<file path="src/rtl/decoder_scan_n_if.sv">
// Bus between control logic and the one-hot decoder/scanner: code and dwell in,
// select lines and status out.
interface decoder_scan_n_if #(
  parameter int SEL_W   = 3,
  parameter int OUT_W   = 8,
  parameter int DWELL_W = 8
);
  logic               enable;
  logic               mode;
  logic [SEL_W-1:0]   in;
  logic [DWELL_W-1:0] dwell;
  logic [OUT_W-1:0]   out;
  logic [SEL_W-1:0]   cur_sel;
  logic               wrap;
  logic               err;

  modport master (
    output enable, mode, in, dwell,
    input  out, cur_sel, wrap, err
  );

  modport slave (
    input  enable, mode, in, dwell,
    output out, cur_sel, wrap, err
  );
endinterface

</file>
<file path="src/rtl/decoder_scan_n.sv">
// Registered binary-to-one-hot decoder with an autonomous scan mode that walks
// every line, holding each for dwell+1 cycles. All outputs are flops.
//
// state    | meaning
// S_IDLE   | disabled: out blanked, scan position and dwell count frozen
// S_DIRECT | out decodes the live binary code
// S_SCAN   | out steps through lines 0..OUT_W-1 autonomously
module decoder_scan_n #(
  parameter int SEL_W   = 3,
  parameter int OUT_W   = 8,
  parameter int DWELL_W = 8
) (
  input logic             clk,
  input logic             rst,
  decoder_scan_n_if.slave bus
);

  typedef enum logic [1:0] {S_IDLE, S_DIRECT, S_SCAN} state_t;

  // One extra bit so OUT_W == 2**SEL_W still compares correctly.
  localparam logic [SEL_W:0]   NUM_LINES = (SEL_W+1)'(OUT_W);
  localparam logic [SEL_W-1:0] LAST_SEL  = SEL_W'(OUT_W - 1);

  state_t             state;
  logic [DWELL_W-1:0] cnt;
  logic               code_valid;
  logic [SEL_W-1:0]   next_sel;

  function automatic logic [OUT_W-1:0] onehot(input logic [SEL_W-1:0] s);
    logic [OUT_W-1:0] o;
    o = '0;
    for (int i = 0; i < OUT_W; i++) begin
      o[i] = (s == SEL_W'(i));
    end
    return o;
  endfunction

  assign code_valid = ({1'b0, bus.in} < NUM_LINES);
  assign next_sel   = (bus.cur_sel == LAST_SEL) ? '0 : bus.cur_sel + SEL_W'(1);

  always_ff @(posedge clk) begin
    if (rst) begin
      state       <= S_IDLE;
      bus.out     <= '0;
      bus.cur_sel <= '0;
      bus.wrap    <= 1'b0;
      bus.err     <= 1'b0;
      cnt         <= '0;
    end else if (!bus.enable) begin
      state    <= S_IDLE;
      bus.out  <= '0;
      bus.wrap <= 1'b0;
      bus.err  <= 1'b0;
    end else if (!bus.mode) begin
      state    <= S_DIRECT;
      bus.wrap <= 1'b0;
      cnt      <= '0;
      if (code_valid) begin
        bus.out     <= onehot(bus.in);
        bus.cur_sel <= bus.in;
        bus.err     <= 1'b0;
      end else begin
        bus.out <= '0;
        bus.err <= 1'b1;
      end
    end else begin
      state   <= S_SCAN;
      bus.err <= 1'b0;
      case (state)
        S_DIRECT: begin
          bus.out     <= onehot('0);
          bus.cur_sel <= '0;
          bus.wrap    <= 1'b0;
          cnt         <= '0;
        end
        // Resume shows the frozen line first; stepping starts on the next edge.
        S_IDLE: begin
          bus.out  <= onehot(bus.cur_sel);
          bus.wrap <= 1'b0;
        end
        default: begin
          if (cnt >= bus.dwell) begin
            cnt         <= '0;
            bus.cur_sel <= next_sel;
            bus.out     <= onehot(next_sel);
            bus.wrap    <= (bus.cur_sel == LAST_SEL);
          end else begin
            cnt      <= cnt + DWELL_W'(1);
            bus.wrap <= 1'b0;
          end
        end
      endcase
    end
  end

endmodule

</file>
<file path="src/flat_wrapper.sv">
// flat-port wrapper written by rule: the top's interface ports become plain ports
module decoder_scan_n_flat 
#(
  parameter int SEL_W   = 3,
  parameter int OUT_W   = 8,
  parameter int DWELL_W = 8
)
  (clk, rst, bus_enable, bus_mode, bus_in, bus_dwell, bus_out, bus_cur_sel, bus_wrap, bus_err);
  decoder_scan_n_if #(.SEL_W(SEL_W), .OUT_W(OUT_W), .DWELL_W(DWELL_W)) bus_i ();
  input logic clk;
  input logic rst;
  input wire logic [$bits(bus_i.enable)-1:0] bus_enable;
  input wire logic [$bits(bus_i.mode)-1:0] bus_mode;
  input wire logic [$bits(bus_i.in)-1:0] bus_in;
  input wire logic [$bits(bus_i.dwell)-1:0] bus_dwell;
  output wire logic [$bits(bus_i.out)-1:0] bus_out;
  output wire logic [$bits(bus_i.cur_sel)-1:0] bus_cur_sel;
  output wire logic [$bits(bus_i.wrap)-1:0] bus_wrap;
  output wire logic [$bits(bus_i.err)-1:0] bus_err;
  assign bus_i.enable = bus_enable;
  assign bus_i.mode = bus_mode;
  assign bus_i.in = bus_in;
  assign bus_i.dwell = bus_dwell;
  assign bus_out = bus_i.out;
  assign bus_cur_sel = bus_i.cur_sel;
  assign bus_wrap = bus_i.wrap;
  assign bus_err = bus_i.err;
  decoder_scan_n #(.SEL_W(SEL_W), .OUT_W(OUT_W), .DWELL_W(DWELL_W)) u_core (.clk(clk), .rst(rst), .bus(bus_i));
endmodule
</file>
<file path="config.mk">
export PLATFORM = sky130hd
export DESIGN_NAME = decoder_scan_n_flat
export DESIGN_NICKNAME = d
export VERILOG_FILES = /design/src/rtl/decoder_scan_n_if.sv /design/src/rtl/decoder_scan_n.sv /design/src/flat_wrapper.sv
export SDC_FILE = /design/constraint.sdc
export NUM_CORES = 1
export LEC_CHECK = 0
export ABC_AREA = 1
export CAP_MARGIN = 10
export CORE_MARGIN = 3
export CORE_UTILIZATION = 25
export DETAILED_ROUTE_END_ITERATION = 16
export GPL_ROUTABILITY_DRIVEN = 1
export HOLD_SLACK_MARGIN = 0.1
export PLACE_DENSITY = 0.44
export SYNTH_ARGS = -nofsm -noshare
export SYNTH_HDL_FRONTEND = slang
export SYNTH_SLANG_ARGS = --single-unit
</file>
<file path="constraint.sdc">
create_clock -name clk -period 1.7 [get_ports clk]
set_input_delay 0.34 -clock clk [delete_from_list [all_inputs] [get_ports clk]]
set_output_delay 0.34 -clock clk [all_outputs]
set_load 0.01 [all_outputs]
</file>
* Word level (Yosys, flattened, before mapping) *
Index checks and enable logic that the tools add are counted.

cells by class
  add/subtract/negate cells = 2
  $mul = 0
  div/mod/pow operators = 0
  order comparisons = 1
  eq/ne operators = 25
  shift operators = 0
  multiplexer cells = 11
  bitwise logic cells = 3
  reduce and logical (&&, ||, !) cells = 8

operators by type and width
  cell                                                   number
  equality test 3 bit, second input constant             12
  2-to-1 mux 8 bit                                       4
  case mux 8 bit (2 select lines)                        2
  equality test 3 x 2 -> 1 bit, second input constant    6
  equality test 3 x 1 -> 1 bit, second input constant    3
  zero test 3 bit                                        3
  2-to-1 mux 3 bit                                       3
  adder 8 x 1 -> 8 bit, second input constant            1
  >= comparator 8 bit                                    1
  case mux 3 bit (2 select lines)                        1
  OR reduction 6 bit                                     1
  inequality test 4 x 1 -> 1 bit, second input constant  1
  adder 3 x 1 -> 3 bit, second input constant            1
  inequality test 3 x 1 -> 1 bit, second input constant  1
  NOT 1 bit                                              3
  AND reduction 3 bit                                    1
  equality test 2 x 1 -> 1 bit, second input constant    1
  zero test 2 bit                                        1
  2-to-1 mux 2 bit                                       1
  inequality test 2 bit, second input constant           1
  AND reduction 2 bit                                    1
  OR reduction 2 bit                                     1

storage, ports and cells
  flip-flop bits (word level) = 22
  latch bits = 0
  memory bits (writable) = 0
  memory bits (read-only) = 0
  input port bits = 15
  output and inout port bits = 13
  word-level logic and storage cells = 55
  memories = 0

* Depth between registers and ports, before layout *
  depth in word-level cells = 6
  depth in mapped cells = 13
  depth with buffers taken out = 12

* Least setup slack after synthesis *
OpenSTA, ideal clock, no wires.

  path kind = in2reg
  from = input port bus_dwell[7]
  to = register u_core.bus.out[4]
  setup time = 0.116 ns
  data arrival time = 1.471 ns
  data required time = 1.584 ns
  setup slack = 0.113 ns
  cell stages on the path = 8
  path buffers = 1
  cell sequence = inv_1 ha_1 a21o_1 nor2_4 nand4_4 buf_6 o21ai_0 nor2_1

on the way
  longest elaborated chain between the ends = 2

RTL lines
  element                                   line                     source
  start, declared                           flat_wrapper.sv:15       input wire logic [$bits(bus_i.dwell)-1:0] bus_dwell;
  >= comparator 8 bit                       decoder_scan_n.sv:82     if (cnt >= bus.dwell) begin
  inequality test 4 x 1 -> 1 bit (no line)  -
  end signal, assigned                      decoder_scan_n.sv:71     bus.out <= onehot('0);
  end signal, assigned                      decoder_scan_n.sv:78     bus.out <= onehot(bus.cur_sel);
  end signal, assigned                      decoder_scan_n.sv:85     bus.out <= onehot(next_sel);
  end, declared                             decoder_scan_n_if.sv:24  output out, cur_sel, wrap, err

No other way between the ends.
A chain may end at the register's enable or synchronous reset.

* Worst setup path after layout *
  from = register u_core.bus.cur_sel[0]
  to = register u_core.bus.out[2]

on the way
  longest elaborated chain between the ends = 6
  elaborated cells on any way between the ends = 8
  those cells by class = add/sub: 1; eq/ne: 3; mux: 4

RTL lines
  element                                                             line                     source
  start, declared                                                     decoder_scan_n_if.sv:24
  start signal, assigned                                              decoder_scan_n.sv:60     bus.cur_sel <= bus.in;
  start signal, assigned                                              decoder_scan_n.sv:84     bus.cur_sel <= next_sel;
  adder 3 x 1 -> 3 bit / equality test 3 bit (equally long branches)  decoder_scan_n.sv:39     assign next_sel = (bus.cur_sel == LAST_SEL) ? '0 : bus.cur_sel + SEL_W'(1);
  2-to-1 mux 3 bit                                                    decoder_scan_n.sv:39
  equality test 3 x 2 -> 1 bit                                        decoder_scan_n.sv:33     o[i] = (s == SEL_W'(i));
  2-to-1 mux 8 bit                                                    decoder_scan_n.sv:82
  case mux 8 bit (2 select lines) (*)                                 decoder_scan_n.sv:69     case (state)
  2-to-1 mux 8 bit (*)                                                decoder_scan_n.sv:54     end else if (!bus.mode) begin
  end signal, assigned                                                decoder_scan_n.sv:59     bus.out <= onehot(bus.in);
  end signal, assigned                                                decoder_scan_n.sv:71
  end signal, assigned                                                decoder_scan_n.sv:85

Every way passes the cells marked *; elsewhere a longest branch is shown, timed or not. The select of a mux whose other input is x is not followed.

==> results.yml <==
critical_path:
  arrival_ps: 1790
  critical_path.cell_chain: "ha_1 -> ha_1 -> inv_2 -> nand2_2 -> o21ai_2 -> buf_4 -> nor2_2 -> a21oi_1 -> nand2_1 -> nand2_1 -> nor2_1"
  crit_slowest_cell: "dfxtp_2"
  crit_buf_inv: 2
  critPathCaptureType: "flop"
  crit_family: "adder cells"
  worstSetupStartpointType: "flop"
  cp.required_ps: 1860
  max_stage_delay_ps: 340
  worstSetupPathType: "flop to flop"
  critPathMaxFanout: 4
drt:
  routed_wl_um: 3789
  dr_wl_met2_um: 1650
  vias_per_cell: 4.474
  wl_met1_um: 1949
  highest_layer: "met4"
  drc: 0
  wl_met3_um: 130
  routedWlPerCell_um: 11.08
  drt_iter0_drc: 73
  vias: 1530
  firstDrtPassIters: 4
  ant_nets: 0
die:
  num_io_pins: 28
  dieArea_um2: 7085
  num_rows: 27
  dieHeight_um: 84.17
  core_area_um2: 5709
  die_w_um: 84.17
  start_util: 0.2676
yosys:
  netlist_top_cells_count: "nand2_1 (44), nor2_1 (43), inv_1 (35)"
  synth_edf_count: 0
  syn_inst: 225
  yosysUniqueCellTypes: 32
  synth.avg_cell_area_um2: 6.790
  syn_area_um2: 1528
  synth_async_sr_flop_share: 0
  yosysMostFrequentCell: "nand2_1"
  yosys_warnings: 0
  synth_top_area_share: 0.2883
  yosysTopAreaCell: "dfxtp_1"
  synth.ff_latch_count: 22
  synth_area_leaders: "dfxtp_1 (29%), nand2_1 (11%), nor2_1 (11%)"
  ys.flop_type: "dfxtp_1"
  synth-seq-area-share: 0.2883
  synth_nets: 252
finish:
  syn_to_final_growth_pct: 45.05
  layoutNonFillerInstCount: 342
  nNetsFinal: 299
  drive_above_1_share: 0.3000
  insertedDiodeCount: 0
timing:
  slew_viol_final: 0
  rsz0062_at_grt: "true"
  fmaxAchievable_ghz: 0.6132
  finalHoldViolCount: 0
  setup_viol: 0
  holdWs_ps: 486.1
  finalCritPeriodShare: 0.9593
  min_period_ps: 1631
  skew_ps: 5.436
clock_tree:
  clock_path_buffers: 2
  cts.sinks: 22
  clkTransAtPathRegs_ps: 80
  clk_latency_ps: 260
  tritoncts: "built"
  clock-root-buffer: "clkbuf_8"
  htree_num_levels: 1
  hold_buffers: 0
  cts-buffers-inserted: 3
global_routing:
  overflow: 0
  grt_pass1_wl_um: 6789
  track_usage: 0.1163
  antenna_found_initial: 0
  grt_pass1_vias: 1533
  grt_max_degree: 12
placement:
  dp_hpwl_um: 2812
  place.gp.congestion: 0.8090
  io_buffers: 26
  place_inst: 337
job:
  drv_cap: 0
power_and_ir_drop:
  p_leak_nw: 1.053
  p_sw_frac: 0.3036
  finalPower_w: 0.001220
  p_int_w: 0.0008493
  pwr-share-clk: 0.268
  switchingPower_w: 0.0003702
  max-vdd-ir-drop_uv: 241.4
  powerDensity_nw_per_um2: 550.4
  combinationalPowerShare: 0.283
  seqPwrFrac: 0.449
outcome:
  status: "completed"
hold_path:
  hold_path.class: "flop to flop"
==> worst min-delay path, stage by stage, from the launching register on <==
cell and delay, ps:
dfxtp_1 310, nor2_1 90, nor2_1 50
==> power by group through the flow <==
stage | clock (W) | combinational, W | sequential (W)
global placement | 0 | 0.000304 | 0.000559
detailed placement | 0 | 0.000302 | 0.000558
CTS | 0.000343 | 0.000321 | 0.000547
global route | 0.000371 | 0.000389 | 0.000551
floorplan | 0 | 0.000174 | 0.000566
finish | 0.000326 | 0.000345 | 0.000548
==> what timing repair did <==
action	CTS	global route
pin swaps	18	12
buffers inserted	0	1
cloned	1	0
setup endpoints to repair	18	21
resized for setup	28	31
==> cells by family after synthesis <==
kind of cell | synth area share
and+or+nand+nor | 0.3383
AOI/OAI and AO/OA | 0.1163
xor gates and xnor gates | 0.03440
adders and majority gates | 0.09828
buffers and inverters | 0.1155
muxes | 0.006552
DFF | 0.2883
other | 0.002455
==> metal layers <==
layer	vias up	track usage
met5	-	0
met1	696	0.1611
li1	799	-
met2	30	0.1815
met4	0	0.03947
met3	5	0.02061
==> stage by stage <==
stage / TNS [ps] / worst slack (ps) / cell area [um2] / util
after global routing: -97.73 / -35.36 / 2216 / 0.3881
after CTS: 0 / 8.602 / 2128 / 0.3728
after detailed placement: -7579 / -446.1 / 1976 / 0.3460
final: 0 / 69.14 / 2216 / 0.3881
after global placement: -7575 / -449.5 / 1976 / 0.3460
after floorplan: 0 / 113.2 / 1528 / -
==> placed cells by master (no fill, tap or decap), types with 2 or more instances in the layout <==
cell             netlist  layout
a21oi_1               13       9
a21oi_2                0       4
buf_4                  2      19
clkbuf_8               0       3
clkdlybuf4s50_1        0      19
dfxtp_1               22      19
dfxtp_2                0       3
dlygate4sd2_1          0       5
dlymetal6s2s_1         0       2
ha_1                  12       8
ha_4                   0       4
inv_1                 35      27
inv_2                  2      10
nand2_1               44      31
nand2_2                1      10
nand2_4                0       4
nand3_1               10       9
nand4_1                3       3
nand4_4                1       3
nor2_1                43      37
nor2_2                 3       7
nor2_4                 2       4
nor3_2                 2       2
o21ai_0                7       5
o21ai_2                3       3
xnor2_1                2       2
xor2_1                 4       4
==> cell type report <==
| class | instances | area [um2] |
|---|---|---|
| sequential | 22 | 444.2 |
| tap | 72 | 90.09 |
| clock buffer | 3 | 41.29 |
| inverter | 37 | 138.9 |
| fill | 599 | 3493 |
| multi-input combinational | 163 | 1100 |
| timing repair buffer | 45 | 401.6 |
==> sequential cells by signal (all words and copies together), names as in the netlist <==
signal / cells
u_core.bus.out: 8
u_core.cnt: 8
u_core.bus.cur_sel: 3
u_core.bus.wrap: 1
u_core.state: 2
==> worst paths after layout <==
kind                               from           endpoint  slack (ps)  cells after the start
setup reg to reg  u_core.bus.cur_sel[0]  u_core.bus.out[2]          70                     11
hold reg to reg       u_core.bus.out[3]  u_core.bus.out[3]         490                      2
setup / recovery  u_core.bus.cur_sel[0]  u_core.bus.out[2]          70                     11
hold / removal        u_core.bus.out[3]  u_core.bus.out[3]         490                      2
Note: power is estimated with default switching activity, not from simulation.
